===== src/rtl/alu_issue.sv =====
// alu_issue: RV32I OP / OP-IMM decode-and-issue stage feeding the ALU.
// Decodes one instruction per input handshake into {A, B, ALU_Op, rd},
// buffers legal results in a small FIFO and flags illegal encodings.
module alu_issue #(
  parameter int DEPTH = 2  // FIFO entries, power of two, >= 2
) (
  input  logic        clk,
  input  logic        rst_n,
  input  logic        in_valid,
  output logic        in_ready,
  input  logic [31:0] in_instr,
  input  logic [31:0] in_rs1_val,
  input  logic [31:0] in_rs2_val,
  output logic        out_valid,
  input  logic        out_ready,
  output logic [31:0] out_a,
  output logic [31:0] out_b,
  output logic [3:0]  out_alu_op,
  output logic [4:0]  out_rd,
  output logic        illegal,
  output logic [31:0] illegal_instr
);

  // Pointer width relies on DEPTH being a power of two so pointers wrap
  // by plain binary overflow.
  localparam int PW = (DEPTH > 1) ? $clog2(DEPTH) : 1;
  localparam int CW = $clog2(DEPTH + 1);

  localparam logic [6:0] OPC_OP    = 7'b0110011;
  localparam logic [6:0] OPC_OPIMM = 7'b0010011;
  localparam logic [6:0] F7_ZERO   = 7'b0000000;
  localparam logic [6:0] F7_ALT    = 7'b0100000;

  typedef struct packed {
    logic [31:0] a;
    logic [31:0] b;
    logic [3:0]  op;
    logic [4:0]  rd;
  } entry_t;

  // Architectural state
  logic [CW-1:0] count_q, count_d;
  logic [PW-1:0] wr_ptr_q, wr_ptr_d;
  logic [PW-1:0] rd_ptr_q, rd_ptr_d;
  entry_t        mem_q [DEPTH];
  entry_t        mem_d [DEPTH];
  logic          illegal_q, illegal_d;
  logic [31:0]   illegal_instr_q, illegal_instr_d;

  // Decode results
  entry_t      dec_entry;
  logic        dec_legal;
  logic [6:0]  opcode;
  logic [2:0]  funct3;
  logic [6:0]  funct7;

  logic accept, push, pop;
  entry_t head;

  assign opcode = in_instr[6:0];
  assign funct3 = in_instr[14:12];
  assign funct7 = in_instr[31:25];

  // Decode the incoming word into ALU operands and a legality flag.
  always_comb begin
    dec_legal    = 1'b0;
    dec_entry    = '0;
    dec_entry.a  = in_rs1_val;
    dec_entry.rd = in_instr[11:7];
    case (opcode)
      OPC_OP: begin
        dec_entry.b  = in_rs2_val;
        dec_entry.op = {in_instr[30], funct3};
        // Only SUB and SRA use the alternate funct7.
        dec_legal = (funct7 == F7_ZERO) ||
                    ((funct7 == F7_ALT) && ((funct3 == 3'b000) || (funct3 == 3'b101)));
      end
      OPC_OPIMM: begin
        case (funct3)
          3'b001: begin
            dec_entry.b  = {27'd0, in_instr[24:20]};
            dec_entry.op = 4'b0001;
            dec_legal    = (funct7 == F7_ZERO);
          end
          3'b101: begin
            dec_entry.b  = {27'd0, in_instr[24:20]};
            dec_entry.op = {in_instr[30], 3'b101};
            dec_legal    = (funct7 == F7_ZERO) || (funct7 == F7_ALT);
          end
          default: begin
            // Immediate bit 30 is data here, so op bit 3 is forced low
            // and SUB can never be produced from OP-IMM.
            dec_entry.b  = {{20{in_instr[31]}}, in_instr[31:20]};
            dec_entry.op = {1'b0, funct3};
            dec_legal    = 1'b1;
          end
        endcase
      end
      default: dec_legal = 1'b0;
    endcase
  end

  // Handshakes: in_ready comes only from the registered count so a pop in
  // the same cycle cannot open a slot when full.
  assign in_ready  = (count_q < CW'(DEPTH));
  assign out_valid = (count_q != '0);
  assign accept    = in_valid && in_ready;
  assign push      = accept && dec_legal;
  assign pop       = out_valid && out_ready;

  // Next-state for FIFO occupancy, pointers and storage.
  always_comb begin
    count_d  = count_q;
    wr_ptr_d = wr_ptr_q;
    rd_ptr_d = rd_ptr_q;
    mem_d    = mem_q;
    if (push) begin
      mem_d[wr_ptr_q] = dec_entry;
      wr_ptr_d        = wr_ptr_q + PW'(1);
    end
    if (pop) begin
      rd_ptr_d = rd_ptr_q + PW'(1);
    end
    if (push && !pop) begin
      count_d = count_q + CW'(1);
    end else if (!push && pop) begin
      count_d = count_q - CW'(1);
    end
  end

  // Illegal reporting: one-cycle pulse per accepted illegal word, last word held.
  always_comb begin
    illegal_d       = accept && !dec_legal;
    illegal_instr_d = illegal_instr_q;
    if (accept && !dec_legal) begin
      illegal_instr_d = in_instr;
    end
  end

  // State registers; reset discards every buffered entry.
  always_ff @(posedge clk or negedge rst_n) begin
    if (!rst_n) begin
      count_q         <= '0;
      wr_ptr_q        <= '0;
      rd_ptr_q        <= '0;
      illegal_q       <= 1'b0;
      illegal_instr_q <= '0;
      for (int i = 0; i < DEPTH; i++) begin
        mem_q[i] <= '0;
      end
    end else begin
      count_q         <= count_d;
      wr_ptr_q        <= wr_ptr_d;
      rd_ptr_q        <= rd_ptr_d;
      illegal_q       <= illegal_d;
      illegal_instr_q <= illegal_instr_d;
      mem_q           <= mem_d;
    end
  end

  // Head fields are zeroed while empty so no stale entry is ever visible.
  always_comb begin
    head = out_valid ? mem_q[rd_ptr_q] : '0;
  end

  assign out_a         = head.a;
  assign out_b         = head.b;
  assign out_alu_op    = head.op;
  assign out_rd        = head.rd;
  assign illegal       = illegal_q;
  assign illegal_instr = illegal_instr_q;

endmodule


===== config.mk =====
export PLATFORM = sky130hd
export DESIGN_NAME = alu_issue
export DESIGN_NICKNAME = d
export VERILOG_FILES = /design/src/rtl/alu_issue.sv
export SDC_FILE = /design/constraint.sdc
export NUM_CORES = 1
export LEC_CHECK = 0
export CAP_MARGIN = 10
export CORE_MARGIN = 4
export CORE_UTILIZATION = 52
export CTS_BUF_LIST = sky130_fd_sc_hd__clkbuf_4
export DETAILED_ROUTE_END_ITERATION = 8
export MAX_ROUTING_LAYER = met4
export PLACE_DENSITY = 0.84
export SLEW_MARGIN = 30
export SYNTH_ARGS = -nofsm -noshare
export SYNTH_HDL_FRONTEND = slang
export SYNTH_SLANG_ARGS = --single-unit

===== constraint.sdc =====
create_clock -name clk -period 2.3 [get_ports clk]
set_input_delay 0.23 -clock clk [delete_from_list [all_inputs] [get_ports clk]]
set_output_delay 0.23 -clock clk [all_outputs]
set_load 0.01 [all_outputs]

**Yosys cells after proc, flatten, opt, wreduce, memory -nomap -nowiden**

Index checks and enable logic that the tools add are counted.
W data, S select, Z words.

- Register bits after elaboration: 183
- Bits in latches: 0
- Bits in writable memories: 0
- Memory bits (read-only): 0
- Input port bits: 100
- Logic and storage cells: 59
- Memories: 0

- $add $sub $neg: 4
- Multiply operators: 0
- Divide/modulo/power cells: 0
- Order comparisons: 4
- Equality and inequality tests: 5
- Shift operators: 0
- Mux-type cells: 13
- Bitwise logic cells: 2
- Reduce and logical (&&, ||, !) cells: 18

Operator list:

| cell | number |
|---|---|
| $mux W73 | 5 |
| $bwmux W146 | 1 |
| $pmux W36 S2 | 2 |
| $demux W73 S1 | 1 |
| $eq A7 B6 Y1 const B | 2 |
| $logic_and A1 B1 Y1 | 8 |
| $eq A7 B5 Y1 const B | 1 |
| $logic_not A7 Y1 | 1 |
| $ge A2 B2 Y1 const B | 2 |
| $mux W2 | 2 |
| $not A1 Y2 | 2 |
| $pmux W1 S2 | 2 |
| $reduce_bool A2 Y1 | 2 |
| $eq A3 B1 Y1 const B | 1 |
| $eq A3 B3 Y1 const B | 1 |
| $logic_not A1 Y1 | 3 |
| $logic_not A3 Y1 | 1 |
| $logic_or A1 B1 Y1 | 3 |
| $add A1 B1 Y1 const B | 2 |
| $add A2 B1 Y2 const B | 1 |
| $lt A2 B1 Y1 const B | 1 |
| $lt A2 B2 Y1 const B | 1 |
| $sub A2 B1 Y2 const B | 1 |

**Logic depth before layout (Yosys ltp)**

Gate-level depths: netlist of run 1.

- Depth after elaboration: 10
- Depth in mapped cells: 8
- Gate-level depth less buffers: 8

**Worst setup path after synthesis of run 1**

No wires, ideal clock.

- Path kind: input to register
- From: input port in_instr[31]
- To: register mem_q[100] (netlist bit)
- Setup time: 125 ps
- Arrival time: 2,123 ps
- Data required time: 2,175 ps
- Path slack: 52 ps
- Cell stages on the path: 6
- Buffers on the path: 1
- Cells stage by stage: or4_4 -> o41ai_4 -> nand3_2 -> a21oi_4 -> buf_6 -> mux2_2

- Longest elaborated chain between the ends: 5
- Elaborated cells on any way between the ends: 11
- Classes of those cells: 1 x eq/ne; 5 x mux; 5 x reduce/logical

RTL lines:

| item | line | text |
|---|---|---|
| from (decl) | 11 | `input logic [31:0] in_instr,` |
| $eq A7 B6 Y1 or $logic_not A7 Y1 (tied branches) | -- |  |
| $logic_or A1 B1 Y1 or $logic_and A1 B1 Y1 (tied branches) | 88, 76 |  |
| $pmux W1 S2 or $logic_or A1 B1 Y1 (tied branches) | 79, 75 |  |
| $pmux W1 S2 | 70 | `case (opcode)` |
| $logic_and A1 B1 Y1 | 108 | `assign push = accept && dec_legal;` |
| to (signal assigned) | 157 | `mem_q <= mem_d;` |
| to (decl) | 45 | `entry_t mem_q [DEPTH];` |

Several ways; a longest one is shown, not always the timed one.
A chain may end at the register's enable or synchronous reset.

**Worst setup path after layout of run 1**

- From: input port in_instr[31]
- To: register mem_q[127] (netlist bit)

- Longest elaborated chain between the ends: 5
- Elaborated cells on any way between the ends: 8
- Classes of those cells: 1 x eq/ne; 2 x mux; 5 x reduce/logical

RTL lines:

| item | line |
|---|---|
| $eq A7 B6 Y1 or $logic_not A7 Y1 (tied branches) | -- |
| $logic_or A1 B1 Y1 or $logic_and A1 B1 Y1 (tied branches) | 88, 76 |
| $pmux W1 S2 or $logic_or A1 B1 Y1 (tied branches) | 79, 75 |
| $pmux W1 S2 * | 70 |
| $logic_and A1 B1 Y1 * | 108 |

Every way passes the cells marked *; elsewhere a longest branch is shown, timed or not.

==> results of run 1 <==
==> flip-flops by register name, summed over array words and instances, names as in the netlist <==
name	cells
illegal_instr	32
illegal	1
count_q	2
mem_q	146
wr_ptr_q	1
rd_ptr_q	1
==> cells by family after synthesis <==
kind of cell	Yosys count	synth area share (%)
adder cells (fa/ha/maj)	1	0.146
AO/OA/AOI/OAI	38	2.73
XOR/XNOR	6	0.613
flip-flops	183	53.4
multiplexers	254	32.5
buffers and inverters	49	3.50
AND/OR/NAND/NOR	137	7.08
==> cell usage after synthesis <==
| cell type | n | area share, % |
|---|---|---|
| dfrtp_1 | 183 | 53 |
| mux2_2 | 161 | 21 |
| nor2_1 | 81 | 3.5 |
| mux2i_1 | 78 | 9.1 |
| a21oi_1 | 30 | 1.8 |
| nand2_1 | 29 | 1.3 |
| clkbuf_1 | 19 | 0.83 |
| buf_6 | 15 | 2.0 |
| buf_1 | 8 | 0.35 |
| mux2_1 | 8 | 1.1 |
| nand3b_1 | 8 | 0.70 |
| mux2_4 | 7 | 1.2 |
| and2_1 | 4 | 0.29 |
| inv_1 | 4 | 0.18 |
| buf_2 | 3 | 0.18 |
| nand2b_1 | 3 | 0.22 |
| nor2b_1 | 3 | 0.22 |
| o21ai_0 | 3 | 0.18 |
| xnor2_1 | 3 | 0.31 |
| xor2_1 | 3 | 0.31 |
| nand4_1 | 2 | 0.15 |
| a21bo_1 | 1 | 0.12 |
| a21oi_4 | 1 | 0.19 |
| a22o_1 | 1 | 0.10 |
| a31oi_1 | 1 | 0.073 |
| ha_1 | 1 | 0.15 |
| nand3_1 | 1 | 0.058 |
| nand3_2 | 1 | 0.12 |
| nor3_1 | 1 | 0.058 |
| nor3b_1 | 1 | 0.088 |
| nor4_2 | 1 | 0.15 |
| o41ai_4 | 1 | 0.32 |
| or4_1 | 1 | 0.088 |
| or4_4 | 1 | 0.13 |
==> layout make-up <==
cell class	count	share of cell area, %
well taps	216	2.38
flip-flops and latches	183	40.3
clock buffers	17	1.12
repair buffers	255	22.2
diodes	1	0.0220
clock inverters	15	0.990
inverters	4	0.132
multi-input cells	436	32.8
==> stage by stage <==
step	std cells	util, %	hold slack [ns]	area, um^2
floorplan	668	-	-0.0656	8570
global placement	1085	69.3	0.255	11100
detailed placement	1085	69.3	0.259	11100
CTS	1123	70.7	0.203	11300
global route	1127	71.1	0.199	11400
finish	1127	71.1	0.218	11400
==> timing repair <==
item | 4_1_cts | 5_1_grt
pin swaps | 0 | 1
gates cloned | 0 | 1
endpoints found under the setup margin | 73 | 27
hold buffers | 1 | 0
buffers inserted | 5 | 2
gates resized for setup | 76 | 29
endpoints found under the hold margin | 57 | 0
==> power by group through the flow <==
| stage | clock [mW] | combinational (mW) | sequential (mW) |
|---|---|---|---|
| floorplan | 0 | 1.30 | 3.96 |
| global placement | 0 | 2.70 | 3.95 |
| detailed placement | 0 | 2.75 | 3.99 |
| CTS | 1.64 | 2.92 | 3.84 |
| global route | 1.79 | 3.18 | 3.89 |
| finish | 1.59 | 3.00 | 3.84 |
==> how the worst max path moves through the flow <==
stage / endpoint / cells past startpoint
detailed placement: mem_q[98] / 7
floorplan: mem_q[100] / 6
finish: mem_q[127] / 7
global route: out_a[31] / 6
global placement: mem_q[121] / 7
CTS: out_a[14] / 5
==> critical path: stages <==
cell	delay, ns
clkdlybuf4s50_1	0.45
or4_4	0.57
o41ai_4	0.38
nand3_2	0.18
a21oi_4	0.25
buf_12	0.23
mux2_2	0.37
==> per-layer routing <==
layer  wire (um)  track usage [%]  share of wire (%)
met4         496             9.13                2.4
met1        8550             28.0                 41
met2       11300             41.4                 53
met5           0                -                  0
met3         762             3.48                3.6
==> reports/summary.txt, run 1 <==
syn nets -> 769
Die Ht -> 136 um
Root Driver -> clkbuf_4
fillcell total -> 1175
multi-input logic area -> 3730 um^2
maximum VDD drop -> 0.000621 V
synth unique cells -> 34
critical path startpoint category -> input port
Internal -> 5.75 mW
clk buf depth -> 2
Worst Reg2Reg Path Length in Cells -> 7
final worst-path cycle share -> 99.6%
Starting Density -> 53.6%
commonest non-fill, non-tap cell in the layout -> dfrtp_1
H-tree levels -> 4
final setup vio count -> 0
DRT Pass-1 Iters -> 4
CORE AREA -> 16000 um^2
Worst-path clk slew -> 0.15 ns
status -> complete, no violations
Yosys warning total -> 0
layout cell share with drive strength beyond 1 -> 28.9%
Post-Syn Area -> 8570 um^2
Worst-Margin Slew -> 0.601 ns
flip-flop and latch area -> 4580 um^2
leakage power -> 5.83 nW
initial antenna violation count -> 1
Avg Cell Area, Syn -> 12.8 um^2
Final GP Congestion -> 0.827
final net count -> 998
# rows -> 46
largest net degree at the start of global routing -> 62
clock sink count -> 183
r2r setup slk -> 0.18 ns
Post-Route Setup TNS -> 0 ns
most frequent cells in the layout -> 182 x dfrtp_1, 161 x mux2_2, 133 x clkdlybuf4s50_1
first-pass GRT wire length -> 33.5 mm
CP Class -> in -> reg
Fmax achieved -> 0.436 GHz
cells after synthesis -> 668
Final Hold Fails -> 0
final worst slack -> 0.00903 ns
Hold Path Class -> in -> async
First DRT Iteration DRCs -> 297
Setup crit start -> in_instr[31]
Die W -> 136 um
Comb pwr share -> 35.6%
Die ar. -> 18600 um^2
Slew HR -> 59.9%
DR vias -> 6096
drt wl/cell -> 18.7 um
Tmin final -> 2.29 ns
P&R area growth vs syn -> 32.6%
CTS buffer count -> 17
GRT Total Usage -> 23.8%
pre-CTS worst setup slack -> -0.537 ns
TritonCTS clock tree -> built
DR vias/cell -> 5.41
crit path max fanout -> 36
GRT Residual Overflow -> 0
FF-to-FF End -> mem_q[127]
worst skew pair latency -> 0.54 ns
IO buf count -> 207
RSZ-0062 raised after global routing -> yes
CP Capture Type -> flop
drt total wl -> 21.1 mm
Power Density -> 742 nW/um^2
Net Sw Power -> 2.68 mW
sw frac -> 31.8%
I/O pin count -> 208
max_cap viols -> 0
Final Power -> 8.44 mW
Fin Clk Skew -> 0.0109 ns
DRC violation count after routing -> 0
sequential share of power -> 45.5%
Slew Viols, Final -> 0
number of synthesized register bits -> 183
register area share after synthesis -> 53.4%
CP required -> 2.74 ns
vias in the first global route -> 6641
Critical R2R Launch -> count_q[1]
antenna-violating nets left -> 0
worst path arrival time -> 2.73 ns
power share of the clock group -> 18.9%
hpwl dp -> 15.0 mm
Note: power is estimated with default switching activity, not from simulation.
==> inputs of run 2 (changes only) <==
Settings changed: CORE_UTILIZATION 52 to 50, CTS_BUF_LIST sky130_fd_sc_hd__clkbuf_4 to default, CTS_CLUSTER_DIAMETER from default to 30, HOLD_SLACK_MARGIN from default to 0.03, PLACE_DENSITY 0.84 to 0.82.
==> run 2 against run 1 <==
Net effect:
- critical path depth up 1
- worst setup slack better by 0.028 ns
- clock power up 80%
- utilization down 0.10 points
- die area up 3.8%
- highest routed layer unchanged
==> reports/summary.txt, run 2 (synthesis results as in run 1) <==
RSZ-0062 raised after global routing -> yes
r2r setup slk -> 0.29 ns
DR vias/cell -> 5.37
Worst-Margin Slew -> 0.693 ns
leakage power -> 6.23 nW
# diodes -> 0
# rows -> 47
I/O pin count -> 208
worst skew pair latency -> 0.43 ns
First DRT Iteration DRCs -> 242
max_cap viols -> 0
Fin Clk Skew -> 0.00717 ns
DRT Pass-1 Iters -> 4
hpwl dp -> 14.6 mm
drt wl/cell -> 19.0 um
IO buf count -> 207
Hold Path Class -> in -> reg
Die ar. -> 19300 um^2
largest net degree at the start of global routing -> 72
CORE AREA -> 16700 um^2
Biggest register -> mem_q
initial antenna violation count -> 0
maximum VDD drop -> 0.000612 V
post-layout util -> 71.0%
first-pass GRT wire length -> 34.6 mm
final net count -> 997
Die W -> 139 um
Final Hold Fails -> 0
clock sink count -> 183
Fin Hold WS -> 0.196 ns
commonest non-fill, non-tap cell in the layout -> dfrtp_1
Fmax achieved -> 0.442 GHz
worst path arrival time -> 2.57 ns
Die Ht -> 139 um
DR vias -> 6068
TritonCTS clock tree -> built
fillcell total -> 1124
antenna-violating nets left -> 0
drt total wl -> 21.4 mm
Worst-path clk slew -> 0.07 ns
GRT Total Usage -> 22.9%
critical path startpoint category -> input port
CP Class -> in -> reg
number of flip-flops under the largest register name -> 146
final setup vio count -> 0
P&R area growth vs syn -> 38.2%
most frequent cells in the layout -> 182 x dfrtp_1, 172 x clkdlybuf4s50_1, 161 x mux2_2
crit path max fanout -> 7
status -> complete, no violations
layout cell share with drive strength beyond 1 -> 28.2%
Tmin final -> 2.26 ns
vias in the first global route -> 6659
H-tree levels -> 4
CTS buffer count -> 17
final worst-path cycle share -> 98.4%
CP Capture Type -> flop
Starting Density -> 51.3%
clk buf depth -> 2
GRT Residual Overflow -> 0
DRC violation count after routing -> 0
Slew HR -> 53.8%
Final GP Congestion -> 0.818
CP required -> 2.61 ns
Power Density -> 804 nW/um^2
Final Power -> 9.53 mW
Slew Viols, Final -> 0
Root Driver -> clkbuf_16
run 2: changes by cell type in the layout (fill, tap and decap cells not counted), moves of 4 or more:
cell / delta
mux2i_1: +4
dlygate4sd2_1: -52
dlymetal6s2s_1: +29
clkinv_2: -4
clkdlybuf4s50_1: +39
clkbuf_4: -17
clkdlybuf4s15_1: -12
clkbuf_16: +17
clkinv_4: +5
run 2: where the power goes:
part | total [mW] | switching, mW | internal, mW
logic | 2.84 | 1.32 | 1.53
clock network | 2.86 | 1.25 | 1.61
registers | 3.83 | 0.232 | 3.60
total | 9.53 | 2.80 | 6.73
run 2: path summary, 6_finish.rpt:
kind                       cells past startpoint                 to          from
setup / recovery                               8         mem_q[100]  in_instr[26]
hold / removal                                 3  illegal_instr[25]  in_instr[25]
setup reg to reg                               7         mem_q[100]    count_q[1]
hold reg to reg                                1         mem_q[125]    mem_q[125]
max in group asynchronous                      3          mem_q[31]         rst_n
min in group asynchronous                      2  illegal_instr[18]         rst_n
run 2: routing by layer:
metal	global-route usage, %	vias up	part of all wire (%)
met1	26.6	3073	40
met4	8.29	0	2.7
li1	-	2791	-
met3	4.17	38	4.1
met2	39.8	166	53
met5	-	-	0
run 2: cell type report:
class                           instances  area, um^2  share of cell area [%]
Sequential cell                       183        4580                    38.7
Multi-Input combinational cell        436        3720                    31.4
Timing Repair Buffer                  254        2680                    22.6
Clock buffer                           18         429                    3.62
Tap cell                              220         275                    2.32
Clock inverter                         14         153                    1.29
Inverter                                4        15.0                   0.127
run 2: stage by stage:
stage	setup TNS [ns]	instances	setup WS, ns	cell area (um^2)
after floorplan	0	668	0.0518	8570
after global placement	-67.26	1090	-0.486	11100
after detailed placement	-74.00	1090	-0.530	11100
after CTS	0	1128	0.00223	11700
after global routing	-0.0657	1129	-0.0520	11900
final	0	1129	0.0368	11900
run 2: worst max-delay path: stages:
cell and delay, ns:
clkdlybuf4s50_1 0.42, or4_4 0.53, o41ai_4 0.27, nand3_2 0.16
a21oi_4 0.30, buf_6 0.17, clkbuf_16 0.16, mux2_2 0.32
run 2: repair_timing:
| action | in CTS | in global routing |
|---|---|---|
| pin swaps | 4 | 3 |
| setup buffers | 4 | 1 |
| gates resized for setup | 6 | 34 |
| endpoints found under the hold margin | 67 | 0 |
| endpoints found under the setup margin | 79 | 103 |
| hold buffers | 1 | 0 |
| gates cloned | 1 | 1 |
==> variant, RTL diff (settings of run 2) <==
Take the reset off `illegal_instr_q` and load it in a clocked block of its own.
--- a/src/rtl/alu_issue.sv
+++ b/src/rtl/alu_issue.sv
@@ -144,7 +144,6 @@
       wr_ptr_q        <= '0;
       rd_ptr_q        <= '0;
       illegal_q       <= 1'b0;
-      illegal_instr_q <= '0;
       for (int i = 0; i < DEPTH; i++) begin
         mem_q[i] <= '0;
       end
@@ -153,9 +152,12 @@
       wr_ptr_q        <= wr_ptr_d;
       rd_ptr_q        <= rd_ptr_d;
       illegal_q       <= illegal_d;
-      illegal_instr_q <= illegal_instr_d;
       mem_q           <= mem_d;
     end
+  end
+
+  always_ff @(posedge clk) begin
+    illegal_instr_q <= illegal_instr_d;
   end
 
   // Head fields are zeroed while empty so no stale entry is ever visible.
Function: changed (Yosys sat finds a counterexample within 4 cycles, from zero or initial values and one cycle with rst_n low).
==> variant against run 2 <==
  * Non-clock buffer count is 6 higher
  * Highest routed layer unchanged
  * Synthesized area is 5.1% lower
  * Clock skew is 0.0013 ns lower
  * Worst setup slack worse by 0.029 ns
  * Global-route usage is 0.86 points higher
  * Routed wire length is 1.6% lower
  * Total power is 6.1% lower
  * Largest cell class unchanged
  * Cell area is 2.1% lower
  * Sequential cell count stayed put
==> variant: results (changes against run 2) <==
status finished clean; met2 WL 11200 um (-2.1%); vias in the first global route 6431 (-3.4%); Async SR Flop Fraction 82.5% (-17 points); pin count of the biggest net entering global routing 60 (-17%); Nets 1030 (+3.3%); maximum vdd drop 0.000575 V (-6.0%); M1 WL 8280 um (-3.7%); PortBufs 207 (unchanged); r2r setup slk 0.28 ns; WL met3 1210 um (+40%); Critical R2R Capture mem_q[130]$_DFFE_PN0P_; Syn Inst Count 695 (+4.0%); Worst Clk Skew 0.00586 ns (-0.00132 ns); register area share after synthesis 58.2% (+4.8 points); Num CTS Buffers 17 (unchanged); met1 usage 28.4% (+1.7 points); Max H-tree Level 4 (unchanged); # diodes 0 (unchanged); Overall Global Routing Usage 23.7% (+0.86 points); Clock Tree Root clkbuf_16; M3 GR Usage 4.46% (+0.29 points); Worst Setup EP out_a[1]; most area-consuming cells after synthesis dfrtp_1 46%, edfxtp_1 12%, mux2_1 9.4%; P_leak 5.45 nW (-12%); Synth cell types 32 (-5.9%); fmax 436 MHz (-1.3%); vias per cell 5.32 (-0.98%); RePlAce Congestion 0.784 (-4.2%); proportion of layout cells with a drive suffix above 1 11.3% (-17 points); Initial Utilization 51.0% (-0.30 points); reg2reg path depth 6 (-1); met2 usage 40.9% (+1.1 points); CP arrival 2.06 ns (-0.51 ns); syn_nets 796 (+3.5%); Post-Place Setup Slack -0.243 ns (+0.287 ns); first-pass GRT wire length 33100 um (-4.2%); Pre-Repair DR Iteration Count 4 (unchanged); initial antenna violation count 0 (unchanged); post-place instance area 0.0108 sq mm (-2.4%); routed len/inst 18.2 um (-4.0%); top sig layer met4; crit path from rd_ptr_q$_DFFE_PN0P_; Slew @ Worst Pin 0.570 ns (-0.123 ns); Fill cells 1106 (-1.6%); Final HPWL DP 14300 um (-2.0%); Crit Path Max Fanout 13 (+6); Post-synth EDFFs 32 (+32); Post-Layout Cell Count 1158 (+2.6%); Inst Count DP 1121 (+2.8%); Synth top cells by count 151 x dfrtp_1, 87 x nand2_1, 78 x nor2_1; Clock Latency Late Sink 0.42 ns; Hold Crit Class in2async; first-iteration detailed-routing DRC count 322 (+33%)
[variant: power by group]
part           internal, mW  leakage [nW]  switching [mW]
clock                  2.05         0.315            1.25
combinational          1.00          2.74            1.02
sequential             3.51          2.39           0.130
total                  6.55          5.45            2.40
[variant: worst max-delay path, cell delays in order (launching register included)]
cell and delay (ns):
dfrtp_4 0.58, clkbuf_16 0.23, mux2i_1 0.14, nor2_1 0.14
clkdlybuf4s50_1 0.56
[variant: cell type report]
type                            count  area (sq um)  area share, %
Clock buffer                       17           425           3.67
Clock inverter                     15           248           2.14
Inverter                            3          11.3         0.0971
Multi-Input combinational cell    464          3190           27.5
Sequential cell                   183          4740           40.9
Tap cell                          216           270           2.33
Timing Repair Buffer              260          2720           23.4
[variant: timing repair]
item | in CTS | in global routing
hold buffers | 1 | 0
buffers inserted | 2 | 0
gates resized for setup | 1 | 12
gates cloned | 0 | 1
endpoints found under the hold margin | 57 | 0
setup endpoints to repair | 43 | 16
[variant: worst min-delay path by stage]
stage                 startpoint                          end  slack, ns
floorplan                  rst_n       count_q[0]$_DFFE_PN0P_      -0.07
global placement           rst_n       mem_q[138]$_DFFE_PN0P_       0.24
CTS                 in_instr[16]  illegal_instr[16]$_DFFE_PP_       0.35
finish                     rst_n       mem_q[138]$_DFFE_PN0P_       0.34
detailed placement         rst_n       mem_q[138]$_DFFE_PN0P_       0.25
global route        in_instr[16]  illegal_instr[16]$_DFFE_PP_       0.35
[variant: cells by family (layout without fill, tap and decap cells)]
family                     Yosys count  after routing  synth area share (%)
adders and majority gates            1              1                 0.154
and+or+nand+nor                    204            204                  11.5
DFF                                183            183                  58.2
muxes                              152            152                  19.9
buffers and inverters               48            295                  2.81
AOI/OAI and AO/OA                  102            102                  6.89
xor gates and xnor gates             5              5                 0.538
